`src/rtl/avg_uart_tx.sv`:
```
// Queues once-per-minute temperature averages and reports each one as a
// 4-character ASCII frame "ddd\n" on a UART 8N1 line.
module avg_uart_tx #(
  parameter int CLKS_PER_BIT = 434,
  parameter int DEPTH        = 4
) (
  input  logic                       clk,
  input  logic                       rst,
  input  logic [7:0]                 avg_in,
  input  logic                       avg_valid,
  output logic                       tx,
  output logic                       busy,
  output logic [$clog2(DEPTH+1)-1:0] fifo_count,
  output logic                       overflow
);

  localparam int PW = $clog2(DEPTH);
  localparam int CW = $clog2(DEPTH + 1);
  localparam int BW = $clog2(CLKS_PER_BIT);
  localparam logic [BW-1:0] LAST_CLK = BW'(CLKS_PER_BIT - 1);

  typedef enum logic [2:0] {IDLE, CONV, START, DATA, STOP} state_t;

  state_t        state, state_n;
  logic [7:0]    mem [DEPTH];
  logic [PW-1:0] wr_ptr, rd_ptr;
  logic [CW-1:0] count;
  logic          push, pop;
  logic [7:0]    val, h, t, u;
  logic [BW-1:0] clk_cnt, clk_cnt_n;
  logic [2:0]    bit_idx, bit_idx_n;
  logic [1:0]    ci, ci_n;
  logic [7:0]    ch_n;
  logic          tx_n;

  // A full FIFO still accepts a push in the cycle the FSM pops its head.
  assign pop  = (state == IDLE) && (count != '0);
  assign push = avg_valid && ((count < CW'(DEPTH)) || pop);

  assign fifo_count = count;
  assign busy       = (count != '0) || (state != IDLE);

  // NOTE: the storage array is deliberately not reset; pointers and count
  // alone define which entries are valid, so clearing them discards the data.
  always_ff @(posedge clk) begin
    if (push) mem[wr_ptr] <= avg_in;
  end

  // NOTE: sequential state is always written with <= so every register
  // samples the pre-edge values, independent of statement order.
  always_ff @(posedge clk) begin
    if (rst) begin
      wr_ptr   <= '0;
      rd_ptr   <= '0;
      count    <= '0;
      overflow <= 1'b0;
    end else begin
      if (push) wr_ptr <= wr_ptr + PW'(1);
      if (pop)  rd_ptr <= rd_ptr + PW'(1);
      if (push && !pop)      count <= count + CW'(1);
      else if (pop && !push) count <= count - CW'(1);
      if (avg_valid && !push) overflow <= 1'b1;
    end
  end

  always_ff @(posedge clk) begin
    if (rst) begin
      state   <= IDLE;
      clk_cnt <= '0;
      bit_idx <= '0;
      ci      <= '0;
      tx      <= 1'b1;
      val     <= '0;
      h       <= '0;
      t       <= '0;
      u       <= '0;
    end else begin
      state   <= state_n;
      clk_cnt <= clk_cnt_n;
      bit_idx <= bit_idx_n;
      ci      <= ci_n;
      tx      <= tx_n;
      if (pop) val <= mem[rd_ptr];
      if (state == CONV) begin
        h <= val / 8'd100;
        t <= (val / 8'd10) % 8'd10;
        u <= val % 8'd10;
      end
    end
  end

  // NOTE: every signal assigned here gets a default first, so no path can
  // leave it unassigned and infer a latch.
  always_comb begin
    state_n   = state;
    clk_cnt_n = clk_cnt;
    bit_idx_n = bit_idx;
    ci_n      = ci;
    case (state)
      IDLE: if (pop) state_n = CONV;
      CONV: begin
        state_n   = START;
        ci_n      = '0;
        clk_cnt_n = '0;
      end
      START: begin
        if (clk_cnt == LAST_CLK) begin
          clk_cnt_n = '0;
          bit_idx_n = '0;
          state_n   = DATA;
        end else begin
          clk_cnt_n = clk_cnt + BW'(1);
        end
      end
      DATA: begin
        if (clk_cnt == LAST_CLK) begin
          clk_cnt_n = '0;
          if (bit_idx == 3'd7) state_n = STOP;
          else                 bit_idx_n = bit_idx + 3'd1;
        end else begin
          clk_cnt_n = clk_cnt + BW'(1);
        end
      end
      STOP: begin
        if (clk_cnt == LAST_CLK) begin
          clk_cnt_n = '0;
          if (ci != 2'd3) begin
            ci_n    = ci + 2'd1;
            state_n = START;
          end else begin
            state_n = IDLE;
          end
        end else begin
          clk_cnt_n = clk_cnt + BW'(1);
        end
      end
      default: state_n = IDLE;
    endcase
  end

  // tx is registered from the next-state view so the line changes exactly
  // on the cycle the FSM enters each bit.
  always_comb begin
    case (ci_n)
      2'd0:    ch_n = 8'h30 + h;
      2'd1:    ch_n = 8'h30 + t;
      2'd2:    ch_n = 8'h30 + u;
      default: ch_n = 8'h0A;
    endcase
    case (state_n)
      START:   tx_n = 1'b0;
      DATA:    tx_n = ch_n[bit_idx_n];
      default: tx_n = 1'b1;
    endcase
  end

endmodule

```
`config.mk`:
```
export PLATFORM = sky130hd
export DESIGN_NAME = avg_uart_tx
export DESIGN_NICKNAME = d
export VERILOG_FILES = /design/src/rtl/avg_uart_tx.sv
export SDC_FILE = /design/constraint.sdc
export NUM_CORES = 1
export LEC_CHECK = 0
export ABC_AREA = 0
export CORE_MARGIN = 2
export CORE_UTILIZATION = 30
export DETAILED_ROUTE_END_ITERATION = 8
export GPL_ROUTABILITY_DRIVEN = 1
export MAX_ROUTING_LAYER = met4
export PLACE_DENSITY = 0.42
export SLEW_MARGIN = 10
export SYNTH_ARGS = -nofsm -noshare
export SYNTH_HDL_FRONTEND = slang
export SYNTH_SLANG_ARGS = --single-unit
```
`constraint.sdc`:
```
create_clock -name clk -period 8.9 [get_ports clk]
set_clock_uncertainty 0.05 [all_clocks]
set_input_delay 0.89 -clock clk [delete_from_list [all_inputs] [get_ports clk]]
set_output_delay 0.89 -clock clk [all_outputs]
set_load 0.02 [all_outputs]
```
==> results.md, run 1 <==
* Slew @ Worst Pin at between 0.8 and 0.9 ns
* Clk buf depth at 2
* Final Cycle Share at 43.6%
* Number of global-route vias before repair at 3212
* Vias at 3330
* Post-Layout Inst Area at a little over 5000 um^2
* DRT iter0 DRCs at 149
* Post-synth EDFFs at 32
* # DRC at 0
* Rel. slew slack at 44.8%
* Buffers on Ports at 16
* CTS H-tree lvls at 3
* Die height at 128 um
* Wire length per cell at ~14 um
* Critical Path Slowest Stage Cell: dfxtp_1
* CTS hold repair buffers at 0
* Arrival @ worst endpoint at approximately 4.1 ns
* Synth Flop Type: dfxtp_1
* Slew Limit Fails at 0
* Met1 GRT Util at approximately 17%
* Cell area after synthesis at ~4600 um^2
* RSZ-0062 raised after global routing: no
* # setup viols final at 0
* Slowest stage delay, CP at 0.76 ns
* Worst VDD drop at between 0.0001 and 0.00015 V
* Reg-to-reg endpoint: t[5]$_SDFFE_PP0P_
* Synth top area share at between 20 and 25%
* Synth async-reset ratio at 0%
* Required @ worst endpoint at 9.10 ns
* Crit start category: register
* FP Rows at 45
* Yosys reg bits at 84
* Largest net degree at the start of global routing at 45
* Outcome: completed
* Die area at approximately 16000 um^2
* CTS Buf Count at 9
* Seq/Total Area, Yosys at a little over two fifths
* Yosys warnings at 0
* Final net count at around 500
* Area Overhead vs Synth at 11.9%
* Synth area leader: dfxtp_1
* Top cell family by delay on the critical path: simple AND/OR/NAND/NOR gates
* Die Wd at 128 um
* Synth area leaders: dfxtp_1, edfxtp_1, ha_1
* WHS Endpoint: t[6]$_SDFFE_PP0P_
* R2r worst-path depth at 13
* Core area at between 15000 and 20000 um^2
* Most common cell in the netlist: dfxtp_1
* Post-Syn Nets at between 400 and 500
* Buf/Inv on CP at 0
* Detailed Route WL at between 9 and 10 mm
* M3 GR Usage at 2.92%
* Final non-filler cell total at 661
* Cells after DPL at between 600 and 700
* Synth cell types at 88
* Hold Crit Depth at 2
* Remaining global-route overflow at 0
* Initial antenna violation count at 0
* Worst Hold Class: register to register
* Final hold vios at 0
* DRT antenna net count at 0
* Critical path endpoint category: register
* Crit Path Class: register to register
* CTS sink cnt at 84
* P per Cell Area at roughly 300 nW/um^2
* GR met2 Demand/Resource at between 10% and 20%
* Total negative slack at 0 ns
* HPWL after DPL at around 6.7 mm
* GR peak layer: met2
* Vias per inst at between 5 and 6
* Placer Congestion at ~0.75
* Final min period at just under 4 ns
* Crit-path cells: xnor2_1 -> a21oi_1 -> and2_1 -> ha_1 -> nand2_1 -> and4bb_1 -> nand4_2 -> nand2_1 -> xnor2_1 -> ha_1 -> o311ai_1 -> a311oi_1 -> nor4_1
* Fillcell total at 1579
* Synth Area per Inst at 9.92 um^2
* R2r startpoint: val[5]$_SDFFE_PP0P_
* Antenna diodes at 0
* Largest fanout on the critical path at 23
* P_leak at roughly 1.8 nW
* Reg2reg setup slack at approximately 5.0 ns
* Setup Buffers After CTS at 0
* Initial core utilization at a little under a third
* CTS tree: yes
* Number of max-cap violations at 0
* Overall routing resource usage at 13.0%
* IO Pins at 17
* Layout cell share with drive strength beyond 1 at about an eighth
* Post-synth top cells: dfxtp_1, nor2_1, nand2_1
* Total power at 1.55 mW
* Gates resized, CTS repair at 0
* Clock root cell: clkbuf_16
* Hold Crit Start: t[6]$_SDFFE_PP0P_
* Clk_lat worst skew at between 0.3 and 0.4 ns
* Post-Syn Instances at around 470
* DRT Pass-1 Iters at 5
* Global-route wire length before repair at 16.4 mm
* F_max at roughly 260 MHz
* Placed inst area at 4880 um^2
* Reg clk slew, reported paths at 0.07 ns
## worst reg2reg max path, cell delays in order (launching register included)
cell and delay [ns]:
dfxtp_1 0.76, xnor2_1 0.23, a21oi_1 0.21, and2_1 0.41
ha_1 0.29, nand2_1 0.06, and4bb_1 0.26, nand4_2 0.20
nand2_1 0.17, xnor2_1 0.12, ha_1 0.23, o311ai_1 0.38
a311oi_1 0.15, nor4_1 0.26
## area by class of cell
cell class	count	area (um^2)	share of cell area, %
inverter	19	76.3	1.48
timing repair buffer	18	175	3.40
sequential	84	2000	38.8
tap	188	235	4.56
multi-input combinational	336	2390	46.3
clock buffer	9	225	4.37
clock inverter	7	56.3	1.09
## flip-flops by register name (all words and copies together), names as in the netlist, 2 cells and up
name        cells
rd_ptr          2
wr_ptr          2
u               8
clk_cnt         9
state           3
ci              2
h               2
t               8
mem            32
fifo_count      3
val             8
bit_idx         3
## how the worst max path moves through the flow
| stage | slack [ns] | from | cells past startpoint | endpoint |
|---|---|---|---|---|
| after detailed placement | 5.06 | val[5]$_SDFFE_PP0P_ | 13 | t[5]$_SDFFE_PP0P_ |
| final | 5.02 | val[5]$_SDFFE_PP0P_ | 13 | t[5]$_SDFFE_PP0P_ |
| after global placement | 5.24 | val[6]$_SDFFE_PP0P_ | 13 | t[5]$_SDFFE_PP0P_ |
| after CTS | 5.03 | val[5]$_SDFFE_PP0P_ | 13 | t[5]$_SDFFE_PP0P_ |
| after global routing | 4.54 | val[6]$_SDFFE_PP0P_ | 13 | t[5]$_SDFFE_PP0P_ |
| after floorplan | 5.81 | clk_cnt[1]$_SDFFE_PP0P_ | 16 | tx$_SDFF_PP1_ |
## per-layer routing
| layer | vias to the layer above | wire length, um |
|---|---|---|
| li1 | 1706 | - |
| met1 | 1577 | 4930 |
| met2 | 38 | 4290 |
| met3 | 9 | 234 |
| met4 | 0 | 114 |
| met5 | - | 0 |
## metrics by stage
stage | hold slack (ns) | worst slack, ns | util, %
floorplan | 0.381 | 5.81 | -
global placement | 0.398 | 5.24 | 32.3
detailed placement | 0.401 | 5.06 | 32.3
CTS | 0.409 | 5.03 | 34.2
global route | 0.439 | 4.54 | 34.2
finish | 0.404 | 5.02 | 34.2
## cells in the final DEF (no fill, tap or decap), types with 3 or more instances in the layout
cell type,netlist,layout
nand2_1,46,46
nand4_1,7,7
a21o_1,3,3
a311oi_1,5,5
nor2b_1,4,4
xor2_1,10,10
edfxtp_1,32,32
xnor2_1,9,9
mux4_2,8,8
a31oi_1,5,5
inv_2,3,3
a22o_1,4,4
mux2i_1,3,3
clkbuf_16,0,9
nand3_1,7,7
o21ai_1,3,3
nor2_1,48,48
inv_1,14,14
clkdlybuf4s50_1,0,16
a22oi_1,7,7
nand3b_1,4,4
nor3_1,6,6
and4b_1,3,3
inv_6,0,3
a211oi_1,6,6
or3_1,4,4
mux2_2,3,3
ha_1,18,18
dfxtp_1,52,52
and2_1,11,11
and3_1,5,5
a21oi_1,24,24
nand2b_1,3,3
o21ai_0,18,18
## kinds of logic (layout without fill, tap and decap cells)
| family | after synthesis | after routing | synth area share (%) |
|---|---|---|---|
| AO/OA/AOI/OAI | 104 | 104 | 16.1 |
| XOR/XNOR | 19 | 19 | 3.61 |
| adder cells (fa/ha/maj) | 20 | 20 | 5.56 |
| buffers and inverters | 45 | 53 | 4.80 |
| flip-flops | 84 | 84 | 43.4 |
| multiplexers | 14 | 14 | 5.29 |
| AND/OR/NAND/NOR | 179 | 179 | 21.2 |
## where the power goes
part / internal [mW] / switching [mW]
registers: 0.459 / 0.0984
clock network: 0.194 / 0.165
logic: 0.272 / 0.362
total: 0.925 / 0.625
No activity file was read; power rests on OpenSTA's default activity.
==> run 2, diff against run 1 <==
- PLACE_DENSITY: 0.42 -> 0.44
- clock period: 8.9 -> 3.22 ns (I/O delays scaled with it)
==> results.md, run 2 (same netlist as run 1, synthesis figures left out) <==
* Crit-path cells: inv_1 -> ha_1 -> and4b_2 -> nand2_2 -> nor2_4 -> nand4b_1 -> o211ai_1 -> inv_2 -> ha_4 -> a22o_1 -> nand2_1 -> ha_2 -> mux2i_1 -> nor2_1 -> mux2_4 -> o221ai_2
* Critical path endpoint category: register
* Total negative slack at 0 ns
* Slew @ Worst Pin at roughly 1.0 ns
* Clk_lat worst skew at ~0.35 ns
* P_leak at 2.03 nW
* DRT antenna net count at 0
* Die Wd at roughly 130 um
* R2r startpoint: clk_cnt[1]$_SDFFE_PP0P_
* Die height at between 100 and 150 um
* CTS tree: yes
* F_max at between 300 and 400 MHz
* Largest registers: mem: 32 flops, clk_cnt: 9 flops
* Layout cell share with drive strength beyond 1 at between 20% and 30%
* Fin util at between 30% and 40%
* Most frequent cells in the layout: nor2_1, dfxtp_1, nand2_1, buf_4, edfxtp_1
* Core area at around 15000 um^2
* Arrival @ worst endpoint at between 3 and 4 ns
* Area Overhead vs Synth at 20.5%
* Rel. slew slack at between 20% and 30%
* Hold Slack at ~0.41 ns
* DR WL met2 at between 4 and 5 mm
* Fillcell total at roughly 1500
* Reg clk slew, reported paths at around 0.07 ns
* Clk buf depth at 2
* Slew Limit Fails at 0
* Final WS setup at 0.182 ns
* Remaining global-route overflow at 0
* Worst Hold Class: register to register
* Reg2reg setup slack at about 0.18 ns
* Final hold vios at 0
* Clock root cell: clkbuf_16
* Initial core utilization at 30.6%
* Cells after DPL at slightly below 700
* CTS hold repair buffers at 0
* Crit Path Class: register to register
* Placer Congestion at 0.792
* Outcome: completed
* Final min period at between 3 and 4 ns
* Largest net degree at the start of global routing at 26
* Global-route wire length before repair at approximately 17 mm
* IO Pins at 17
* DR WL met3 at about 230 um
* Top cell family by delay on the critical path: simple AND/OR/NAND/NOR gates
* Number of max-cap violations at 0
* Reg with most FFs: mem
* Post-Layout Inst Area at 5550 um^2
* Hold Crit Start: t[6]$_SDFFE_PP0P_
* Initial antenna violation count at 0
* Buffers on Ports at 16
* P per Cell Area at 836 nW/um^2
* Commonest non-fill, non-tap cell in the layout: nor2_1
* Final non-filler cell total at around 700
* # DRC at 0
* R2r worst-path depth at 16
* Pre-CTS worst setup slack at -0.119 ns
* Total power at around 4.6 mW
* Reg area at 2010 um^2
* HPWL after DPL at ~7.3 mm
* CTS Buf Count at 9
* Wire length per cell at 14.7 um
* Worst VDD drop at ~0.00038 V
* Vias per inst at between 5 and 6
* Final net count at ~540
* Reg-to-reg endpoint: tx$_SDFF_PP1_
* WHS Endpoint: t[6]$_SDFFE_PP0P_
* Vias at 3546
* Largest fanout on the critical path at 5
* DRT Pass-1 Iters at 5
* Detailed Route WL at roughly 10 mm
* Critical Path Slowest Stage Cell: dfxtp_2
* Hold Crit Depth at 2
* DRT iter0 DRCs at between 150 and 200
* Max FFs per register at 32
* Top Layer Used: met4
* Overall routing resource usage at between 10 and 15%
* Buf/Inv on CP at 2
* Slowest stage delay, CP at about 0.32 ns
* # setup viols final at 0
* Required @ worst endpoint at about 3.4 ns
* CTS sink cnt at between 80 and 90
* Crit start category: register
* Placed inst area at a little over 5000 um^2
* Number of global-route vias before repair at 3401
* Die area at ~16000 um^2
* Antenna diodes at 0
* Final Cycle Share at roughly 94%
* Multi-input combinational cell area at 2470 um^2
* FP Rows at between 40 and 50
* CTS H-tree lvls at 3
* Met1 wire length at 5.09 mm
==> run 2: cell types whose count changed in the layout (fill, tap and decap cells not counted), moves of 2 or more <==
cell,delta
dfxtp_4,+2
ha_1,-4
nand2_1,-2
ha_2,+3
dfxtp_1,-6
nand2_2,+2
dfxtp_2,+4
buf_4,+40
==> run 2: where the power goes <==
| part | switching (mW) | total [mW] | internal [mW] | leakage (nW) |
|---|---|---|---|---|
| Sequential | 0.179 | 1.46 | 1.28 | 0.720 |
| Combinational | 1.20 | 2.18 | 0.983 | 1.17 |
| Clock | 0.470 | 1.01 | 0.535 | 0.141 |
| Total | 1.84 | 4.64 | 2.80 | 2.03 |
==> run 2: worst max-delay path by stage <==
stage / endpoint / slack, ns / cells after the start / from
floorplan: tx$_SDFF_PP1_ / 0.13 / 16 / clk_cnt[1]$_SDFFE_PP0P_
global placement: tx$_SDFF_PP1_ / -0.09 / 15 / clk_cnt[0]$_SDFFE_PP0P_
detailed placement: tx$_SDFF_PP1_ / -0.12 / 15 / clk_cnt[0]$_SDFFE_PP0P_
CTS: tx$_SDFF_PP1_ / 0.03 / 16 / clk_cnt[1]$_SDFFE_PP0P_
global route: t[5]$_SDFFE_PP0P_ / -0.008 / 16 / val[6]$_SDFFE_PP0P_
finish: tx$_SDFF_PP1_ / 0.18 / 16 / clk_cnt[1]$_SDFFE_PP0P_
==> run 2: tightest hold or removal path, stage by stage, from the launching register on <==
cell and delay [ns]:
dfxtp_1 0.31, nand2_1 0.05, a21oi_1 0.05
==> run 2: cell type report <==
| class | count | area share (%) |
|---|---|---|
| multi-input cells | 336 | 44.5 |
| flip-flops and latches | 84 | 36.3 |
| clock inverters | 7 | 1.04 |
| well taps | 188 | 4.24 |
| inverters | 19 | 1.37 |
| repair buffers | 58 | 8.56 |
| clock buffers | 9 | 4.05 |
==> run 2: timing repair <==
item | 4_1_cts | 5_1_grt
pin swaps | 2 | 6
resized for setup | 5 | 23
gates cloned | 0 | 0
buffers inserted | 2 | 4
setup endpoints to repair | 1 | 3
==> run 2: metal layers <==
layer  vias to the layer above  GRT usage, %
met5                         -             -
met4                         0          5.37
met3                        13          2.59
met2                        35          21.0
met1                      1710          17.6
li1                       1788             -
==> run 3, diff against run 2 <==
- CTS_CLUSTER_SIZE: unset -> 24
==> results of run 3 <==
Final layout, timing and power as in run 2 (identical DEF).
==> RTL change (flow settings as in run 2) <==
Register the inputs `avg_in` and `avg_valid` before use, without a reset. The logic sees them one clock later.
--- a/src/rtl/avg_uart_tx.sv
+++ b/src/rtl/avg_uart_tx.sv
@@ -21,6 +21,14 @@
 
   typedef enum logic [2:0] {IDLE, CONV, START, DATA, STOP} state_t;
 
+  logic [7:0] avg_q;
+  logic avg_valid_q;
+
+  always_ff @(posedge clk) begin
+    avg_q       <= avg_in;
+    avg_valid_q <= avg_valid;
+  end
+
   state_t        state, state_n;
   logic [7:0]    mem [DEPTH];
   logic [PW-1:0] wr_ptr, rd_ptr;
@@ -35,7 +43,7 @@
 
   // A full FIFO still accepts a push in the cycle the FSM pops its head.
   assign pop  = (state == IDLE) && (count != '0);
-  assign push = avg_valid && ((count < CW'(DEPTH)) || pop);
+  assign push = avg_valid_q && ((count < CW'(DEPTH)) || pop);
 
   assign fifo_count = count;
   assign busy       = (count != '0) || (state != IDLE);
@@ -43,7 +51,7 @@
   // NOTE: the storage array is deliberately not reset; pointers and count
   // alone define which entries are valid, so clearing them discards the data.
   always_ff @(posedge clk) begin
-    if (push) mem[wr_ptr] <= avg_in;
+    if (push) mem[wr_ptr] <= avg_q;
   end
 
   // NOTE: sequential state is always written with <= so every register
@@ -59,7 +67,7 @@
       if (pop)  rd_ptr <= rd_ptr + PW'(1);
       if (push && !pop)      count <= count + CW'(1);
       else if (pop && !push) count <= count - CW'(1);
-      if (avg_valid && !push) overflow <= 1'b1;
+      if (avg_valid_q && !push) overflow <= 1'b1;
     end
   end
 
Function: changed (Yosys sat finds a counterexample within 4 cycles, from zero or initial values and one cycle with rst high).
==> RTL change against run 2 <==
Cell area rose by 6.1%; worst setup slack got worse by 0.045 ns; clock power rose by 5%; area after synthesis rose by 6.2%; via count rose by 7.0%; synthesized cell count rose by 8.4%; sequential share of layout area rose by 0.87 points; routed wire length rose by 11%; global-route usage rose by 0.072 points; power rose by 6.2%; sequential cell count rose by 9; critical endpoint unchanged; largest cell class unchanged; largest power group unchanged; highest routed layer unchanged.
==> RTL change: results (changes against run 2) <==
* HP Class: primary input to flop
* Rel. slew slack at 34.4% (+4.6 points)
* Starting DRT DRC Count at 190 (+1.1%)
* Top cells by area, synth: dfxtp_1 (25%), edfxtp_1 (20%), ha_1 (4.6%), a21oi_1 (3.7%), mux4_2 (3.7%)
* Final Instance Count excl. Fillers at 765 (+9.1%)
* Comb power at 2.23 mW (+2%)
* Finished Cell Area at 5890 µm² (+6.1%)
* XOR/XNOR Fraction of Synth Area at 1.79% (-1.8 points)
* Maximum vdd ir drop at 0.312 mV (-18%)
* Largest stage delay, worst path at 0.39 ns (+0.07 ns)
* P_int at 2.92 mW (+4.5%)
* Routed vias at 3794 (+7.0%)
* Multi-input gate area at 2580 µm² (+4.5%)
* Status: complete, no violations
* Post-DP Area at 5450 µm² (+6.3%)
* DP HPWL at 7.99 mm (+9.1%)
* Post-CTS Setup Bufs at 3 (+1)
* Area share of fa/ha/maj cells after synthesis at 5.01% (-0.56 points)
* Multi-input gates at 362 (+7.7%)
* Fillcell total at 1609 (+7.0%)
* Initial DRT Pass Iterations at 4 (-1)
* Worst Path Arrival at 3.28 ns (+0.02 ns)
* Vias in the first global route at 3725 (+9.5%)
* Bufs w/o clock at 60 (+3.4%)
* Avg WL per Cell at 14.9 µm (+1.5%)
## RTL change: changes by cell type after synthesis, moves of 5 or more
cell	run 2	this run
nand2b_1	3	10
o21ai_0	18	26
a21oi_1	24	36
nor2_1	48	43
xor2_1	10	4
nor3b_1	2	10
dfxtp_1	52	61
nor2b_1	4	9
## RTL change: worst paths after layout
path / from / endpoint / slack, ns / cells after the start
worst max register to register: clk_cnt[1] / tx / 0.14 / 16
worst min-delay path: avg_in[4] / avg_q[4] / 0.36 / 1
worst max-delay path: clk_cnt[1] / tx / 0.14 / 16
worst min register to register: u[2] / u[2] / 0.41 / 2
## RTL change: routing by layer
metal  track usage, %  vias up  part of all wire (%)
met5                -        -                     0
met4             3.56        0                   1.2
met3             2.88       13                   2.5
met2             21.9       55                    47
met1             17.7     1798                    49
li1                 -     1928                     -
